$ cat config.mk
export PLATFORM = sky130hd
export DESIGN_NAME = ucsbece154b_victim_ctrl
export DESIGN_NICKNAME = d
export VERILOG_FILES = /design/src/rtl/ucsbece154b_victim_pkg.sv /design/src/rtl/ucsbece154b_sat_counter.sv /design/src/rtl/ucsbece154b_victim_ctrl.sv
export SDC_FILE = /design/constraint.sdc
export NUM_CORES = 1
export LEC_CHECK = 0
export CAP_MARGIN = 5
export CORE_AREA = 2 2 390 392
export CTS_CLUSTER_DIAMETER = 150
export DETAILED_ROUTE_END_ITERATION = 16
export DIE_AREA = 0 0 392 394
export GPL_ROUTABILITY_DRIVEN = 0
export PLACE_DENSITY = 0.3
export SKIP_CTS_REPAIR_TIMING = 1
export SLEW_MARGIN = 10
export SYNTH_ARGS = -nofsm -noshare
export SYNTH_HDL_FRONTEND = slang
export SYNTH_SLANG_ARGS = --single-unit
$ cat constraint.sdc
create_clock -name clk_i -period 4.9 [get_ports clk_i]
set_clock_uncertainty 0.05 [all_clocks]
set_input_delay 0.735 -clock clk_i [delete_from_list [all_inputs] [get_ports clk_i]]
set_output_delay 0.735 -clock clk_i [all_outputs]
set_load 0.05 [all_outputs]
$ cat src/rtl/ucsbece154b_victim_pkg.sv
// Shared types and constants for the victim-cache miss controller.
package ucsbece154b_victim_pkg;

    typedef enum logic [2:0] {
        IDLE     = 3'd0,
        LOOKUP   = 3'd1,
        MEM_REQ  = 3'd2,
        MEM_WAIT = 3'd3,
        FILL     = 3'd4
    } victim_ctrl_state_e;

    localparam logic FILL_SRC_VC  = 1'b1;
    localparam logic FILL_SRC_MEM = 1'b0;

    // Number of byte-offset bits inside one cache line.
    function automatic int unsigned line_offset_width(input int unsigned line_width);
        return $clog2(line_width / 32'd8);
    endfunction

endpackage

$ cat src/rtl/ucsbece154b_sat_counter.sv
// Up-counter that sticks at all-ones instead of wrapping.
module ucsbece154b_sat_counter #(
    parameter int unsigned WIDTH = 32
) (
    input  logic             clk_i,
    input  logic             rst_ni,
    input  logic             inc_i,
    output logic [WIDTH-1:0] count_o
);

    logic [WIDTH-1:0] count_q;
    logic [WIDTH-1:0] count_d;

    // Next count: increment only while below the saturation value
    always_comb begin
        count_d = count_q;
        if (inc_i && (count_q != {WIDTH{1'b1}})) begin
            count_d = count_q + WIDTH'(1);
        end else begin
            count_d = count_q;
        end
    end

    // Count register
    always_ff @(posedge clk_i or negedge rst_ni) begin
        if (!rst_ni) begin
            count_q <= '0;
        end else begin
            count_q <= count_d;
        end
    end

    assign count_o = count_q;

endmodule

$ cat src/rtl/ucsbece154b_victim_ctrl.sv
// Sequences one L1 miss at a time through the victim cache and, on a victim
// miss, through the next memory level; also serializes victim-cache flushes.
module ucsbece154b_victim_ctrl
    import ucsbece154b_victim_pkg::*;
#(
    parameter int unsigned ADDR_WIDTH = 56,
    parameter int unsigned LINE_WIDTH = 128,
    parameter int unsigned CNT_WIDTH  = 32
) (
    input  logic                  clk_i,
    input  logic                  rst_ni,
    input  logic                  flush_i,
    input  logic                  miss_valid_i,
    output logic                  miss_ready_o,
    input  logic [ADDR_WIDTH-1:0] miss_addr_i,
    input  logic                  evict_valid_i,
    input  logic [ADDR_WIDTH-1:0] evict_addr_i,
    input  logic [LINE_WIDTH-1:0] evict_data_i,
    output logic                  fill_valid_o,
    output logic [LINE_WIDTH-1:0] fill_data_o,
    output logic                  fill_src_o,
    output logic                  mem_req_valid_o,
    input  logic                  mem_req_ready_i,
    output logic [ADDR_WIDTH-1:0] mem_req_addr_o,
    input  logic                  mem_rsp_valid_i,
    input  logic [LINE_WIDTH-1:0] mem_rsp_data_i,
    output logic                  vc_en_o,
    output logic                  vc_flush_o,
    output logic                  vc_we_o,
    output logic [ADDR_WIDTH-1:0] vc_raddr_o,
    output logic [ADDR_WIDTH-1:0] vc_waddr_o,
    output logic [LINE_WIDTH-1:0] vc_wdata_o,
    input  logic [LINE_WIDTH-1:0] vc_rdata_i,
    input  logic                  vc_hit_i,
    output logic [CNT_WIDTH-1:0]  hit_count_o,
    output logic [CNT_WIDTH-1:0]  miss_count_o
);

    localparam int unsigned OFF_W = line_offset_width(LINE_WIDTH);
    localparam logic [ADDR_WIDTH-1:0] LINE_MASK =
        ~((ADDR_WIDTH'(1) << OFF_W) - ADDR_WIDTH'(1));

    victim_ctrl_state_e state_q, state_d;
    logic [ADDR_WIDTH-1:0] addr_q, addr_d;
    logic                  ev_valid_q, ev_valid_d;
    logic [ADDR_WIDTH-1:0] ev_addr_q, ev_addr_d;
    logic [LINE_WIDTH-1:0] ev_data_q, ev_data_d;
    logic [LINE_WIDTH-1:0] fill_data_q, fill_data_d;
    logic                  fill_src_q, fill_src_d;
    logic                  flush_pend_q, flush_pend_d;
    logic                  en_q;

    logic miss_ready_s, vc_flush_s, vc_we_s, req_valid_s, fill_valid_s;
    logic hit_inc_s, miss_inc_s;

    // Next-state, latch updates and per-state output decode
    always_comb begin
        state_d      = state_q;
        addr_d       = addr_q;
        ev_valid_d   = ev_valid_q;
        ev_addr_d    = ev_addr_q;
        ev_data_d    = ev_data_q;
        fill_data_d  = fill_data_q;
        fill_src_d   = fill_src_q;
        miss_ready_s = 1'b0;
        vc_flush_s   = 1'b0;
        vc_we_s      = 1'b0;
        req_valid_s  = 1'b0;
        fill_valid_s = 1'b0;
        hit_inc_s    = 1'b0;
        miss_inc_s   = 1'b0;

        // Flushes seen mid-miss are remembered and replayed once back in IDLE.
        if (flush_i && (state_q != IDLE)) begin
            flush_pend_d = 1'b1;
        end else begin
            flush_pend_d = flush_pend_q;
        end

        case (state_q)
            IDLE: begin
                if (!en_q) begin
                    flush_pend_d = flush_pend_q | flush_i;
                end else if (flush_i || flush_pend_q) begin
                    vc_flush_s   = 1'b1;
                    flush_pend_d = 1'b0;
                end else begin
                    miss_ready_s = 1'b1;
                    if (miss_valid_i) begin
                        addr_d     = miss_addr_i;
                        ev_valid_d = evict_valid_i;
                        ev_addr_d  = evict_addr_i;
                        ev_data_d  = evict_data_i;
                        state_d    = LOOKUP;
                    end else begin
                        state_d = IDLE;
                    end
                end
            end
            LOOKUP: begin
                vc_we_s = ev_valid_q;
                if (vc_hit_i) begin
                    fill_data_d = vc_rdata_i;
                    fill_src_d  = FILL_SRC_VC;
                    hit_inc_s   = 1'b1;
                    state_d     = FILL;
                end else begin
                    miss_inc_s = 1'b1;
                    state_d    = MEM_REQ;
                end
            end
            MEM_REQ: begin
                req_valid_s = 1'b1;
                if (mem_req_ready_i) begin
                    state_d = MEM_WAIT;
                end else begin
                    state_d = MEM_REQ;
                end
            end
            MEM_WAIT: begin
                if (mem_rsp_valid_i) begin
                    fill_data_d = mem_rsp_data_i;
                    fill_src_d  = FILL_SRC_MEM;
                    state_d     = FILL;
                end else begin
                    state_d = MEM_WAIT;
                end
            end
            FILL: begin
                fill_valid_s = 1'b1;
                state_d      = IDLE;
            end
            default: begin
                state_d = IDLE;
            end
        endcase
    end

    // State, transaction latches, fill buffer and flush bookkeeping
    always_ff @(posedge clk_i or negedge rst_ni) begin
        if (!rst_ni) begin
            state_q      <= IDLE;
            addr_q       <= '0;
            ev_valid_q   <= 1'b0;
            ev_addr_q    <= '0;
            ev_data_q    <= '0;
            fill_data_q  <= '0;
            fill_src_q   <= 1'b0;
            flush_pend_q <= 1'b0;
            en_q         <= 1'b0;
        end else begin
            state_q      <= state_d;
            addr_q       <= addr_d;
            ev_valid_q   <= ev_valid_d;
            ev_addr_q    <= ev_addr_d;
            ev_data_q    <= ev_data_d;
            fill_data_q  <= fill_data_d;
            fill_src_q   <= fill_src_d;
            flush_pend_q <= flush_pend_d;
            en_q         <= 1'b1;
        end
    end

    ucsbece154b_sat_counter #(.WIDTH(CNT_WIDTH)) u_hit_cnt (
        .clk_i   (clk_i),
        .rst_ni  (rst_ni),
        .inc_i   (hit_inc_s),
        .count_o (hit_count_o)
    );

    ucsbece154b_sat_counter #(.WIDTH(CNT_WIDTH)) u_miss_cnt (
        .clk_i   (clk_i),
        .rst_ni  (rst_ni),
        .inc_i   (miss_inc_s),
        .count_o (miss_count_o)
    );

    assign miss_ready_o    = miss_ready_s;
    assign fill_valid_o    = fill_valid_s;
    assign fill_data_o     = fill_data_q;
    assign fill_src_o      = fill_src_q;
    assign mem_req_valid_o = req_valid_s;
    assign mem_req_addr_o  = addr_q & LINE_MASK;
    assign vc_en_o         = en_q;
    assign vc_flush_o      = vc_flush_s;
    assign vc_we_o         = vc_we_s;
    assign vc_raddr_o      = addr_q;
    assign vc_waddr_o      = ev_addr_q;
    assign vc_wdata_o      = ev_data_q;

endmodule

==> impl_metrics.tcl <==
set metrics [dict create \
    status "finished, final reports clean" \
    syn_area_sq_mm 0.0186 \
    p_seq_share_pct 25.2 \
    via_per_inst 3.41 \
    drive_gt1_share_pct 13.3 \
    dr.max_layer_used "met5" \
    dp_hpwl_um 81600 \
    area_growth_pct 76.4 \
    p_comb_share_pct 54.8 \
    timing.hold.ws_ns 0.0988 \
    finalSetupViolations 0 \
    critPathMaxFanout 9 \
    htreeDepth 3 \
    clock_path_buffers 3 \
    grt_use_total_pct 12.8 \
    drc 0 \
    die_h_um 394 \
    placed_cell_area_sq_mm 0.0305 \
    powerDensity_mw_per_mm2 745 \
    tritoncts "done" \
    syn_avg_cell_area_sq_um 13.0 \
    finalSetupTns_ns 0 \
    drv_cap 0 \
    switching_power_mw 11.8 \
    clk_pin_slew_ns 0.06 \
    p_leak_nw 14.0 \
    place_ws_ns 1.70 \
    fin_cells 4478 \
    required_ns 4.12 \
    yosys.area_share.simple_pct 7.35 \
    power.internal_mw 12.6 \
    place_inst 4357 \
    core.rowCount 143 \
    yosys_warnings 0 \
    dieArea_sq_mm 0.154 \
    ys_seq_elements 439 \
    arrival_ns 2.96 \
    synthAdderAreaFrac_pct 0.135 \
    routedLengthMet1_um 37900 \
    die_width_um 392 \
    clock.fmax_mhz 267 \
    vdd_drop_max_mv 0.247 \
    synth_top_area_cell "dfrtp_1" \
    nets 2902 \
    synthCells 1433 \
    grt_setup_unrepaired "no" \
    synth_most_common_cell "dfrtp_1" \
    clkLatencyLatePin_ns 0.64 \
    synth-edff-count 0 \
    wl_met3_um 9380 \
    grt-ovfl-total 0 \
    fin_area_sq_mm 0.0327 \
    power_mw 24.4 \
    setup_slack_ns 1.15 \
    start_util_pct 12.3 \
    synth_top_area_share_pct 59.2 \
    numClockSinks 439 \
    hp-class "input port to asynchronous set/reset pin" \
    netlist_top_cells_count "dfrtp_1, mux2_2, nand2_1" \
    worst-path-buf-inv 1 \
    max_slew.worst_pin.slew_ns 1.29 \
    async_flop_share_pct 100 \
    numPortBuffers 994 \
    grt_pass1_wl_um 137000 \
    grt_pass1_vias 16400 \
    maxSlewViolCount 0 \
    wl_met2_um 51400 \
    startpoint_type "flip-flop" \
    cp_slowest_stage_delay_ns 0.87 \
    finalHoldViolCount 0 \
    synth_ff_type "dfrtp_1" \
    synth_xor_xnor_area_share_pct 2.83 \
    synth_top_family_by_area "multiplexers" \
    synth_area_leaders "dfrtp_1, mux2_2, mux2i_1, o21ai_0, nand2_1" \
    muxShareOfSynthArea_pct 21.6 \
    critPathKind "flip-flop to output pin" \
    crit_chain "or4b_4 -> nor3_4 -> clkdlybuf4s50_1" \
    grt_max_degree 88 \
    relSlewSlack_pct 13.8 \
    utilization_pct 21.7 \
    ys_seq_area_share_pct 59.2 \
    cts_buffers 67 \
    cpMaxStageDelayCell "clkdlybuf4s50_1" \
    period_minus_slack_ns 3.75 \
    boundaryPins 999 \
    vias 15300 \
    path_delay_family "simple AND/OR/NAND/NOR gates" \
    synth_cell_type_count 45 \
    crit_path_end_kind "output pin" \
    drtAntennaViolNets 0 \
    antenna_found_initial 54 \
    fillers 16200 \
    wirelength_um 102000 \
    finalCritPeriodShare_pct 76.5 \
    swShare_pct 48.5 \
    clock_power_share_pct 20.0 \
    wl_per_cell_um 22.7 \
    fp.coreArea_sq_mm 0.151 \
    dr.pass1.iters 5 \
    root_buffer "clkbuf_16" \
    synth_compound_gate_area_share_pct 4.06 \
    drt_iter0_drc 547 \
]
layout by cell type, fill, tap and decap left out, drive strengths merged, types with 7 or more instances in the layout:
cell type / netlist / final
clkdlybuf4s50: 0 / 993
dfrtp: 439 / 439
mux2: 243 / 243
nand2: 164 / 164
o21ai: 130 / 130
mux2i: 128 / 128
clkbuf: 25 / 97
xnor2: 38 / 38
buf: 103 / 26
nand4: 25 / 25
xor2: 22 / 22
nor2: 16 / 16
nand3: 16 / 16
nor3: 14 / 14
and4: 12 / 12
and3: 11 / 11
inv: 5 / 11
nor4: 7 / 7
clkinv: 0 / 7
sequential cells by signal, summed over array words and instances, names as in the netlist:
| name | cells |
|---|---|
| ev_valid_q | 1 |
| fill_data_o | 128 |
| fill_src_o | 1 |
| flush_pend_q | 1 |
| state_q | 3 |
| u_hit_cnt.count_o | 32 |
| u_miss_cnt.count_o | 32 |
| vc_en_o | 1 |
| vc_raddr_o | 56 |
| vc_waddr_o | 56 |
| vc_wdata_o | 128 |
worst reg2reg max path: cells and delay by family (launching register included):
kind          cells  cell delay (ns)
buf+inv           1             0.55
mux               1             0.35
simple gates      3             1.42
flops             1             0.47
cell type report:
class	count	area (sq um)	area share [%]
timing repair buffer	1019	10300	31.3
multi-input combinational	864	6730	20.6
antenna	6	15.0	0.0459
clock buffer	97	1890	5.77
sequential	439	11000	33.6
inverter	5	18.8	0.0573
clock inverter	18	298	0.910
tap	2030	2540	7.76
power groups by stage:
stage,logic [mW],registers [mW],clock network (mW)
5_1_grt,13.9,6.37,5.27
6_report,13.3,6.14,4.88
4_1_cts,13.6,6.18,5.14
2_1_floorplan,3.09,11.4,0
3_3_place_gp,13.6,6.16,0
3_5_place_dp,13.6,6.20,0
routing by layer:
layer,global-route usage (%),vias up
li1,-,6878
met1,13.9,7507
met2,22.7,656
met3,5.40,183
met4,3.61,44
met5,0,-
worst paths after layout:
kind / slack, ns / cells after the start / to / startpoint
max in group asynchronous: 3.55 / 2 / vc_raddr_o[36] / rst_ni
max: 1.15 / 3 / miss_ready_o / state_q[1]
min: 0.1 / 1 / vc_raddr_o[53] / rst_ni
min in group clk_i: 0.43 / 2 / fill_data_o[11] / fill_data_o[11]
max reg2reg: 1.94 / 5 / vc_wdata_o[19] / state_q[1]
min reg2reg: 0.43 / 2 / fill_data_o[11] / fill_data_o[11]
logic make-up (layout without fill, tap and decap cells):
family / after synthesis / in the layout
buf+inv: 133 / 1139
other cells: 2 / 11
mux: 371 / 371
compound gates: 142 / 142
fa+ha+maj: 2 / 2
simple gates: 284 / 284
xor+xnor: 60 / 60
flops: 439 / 439
No activity file was read; power rests on OpenSTA's default activity.
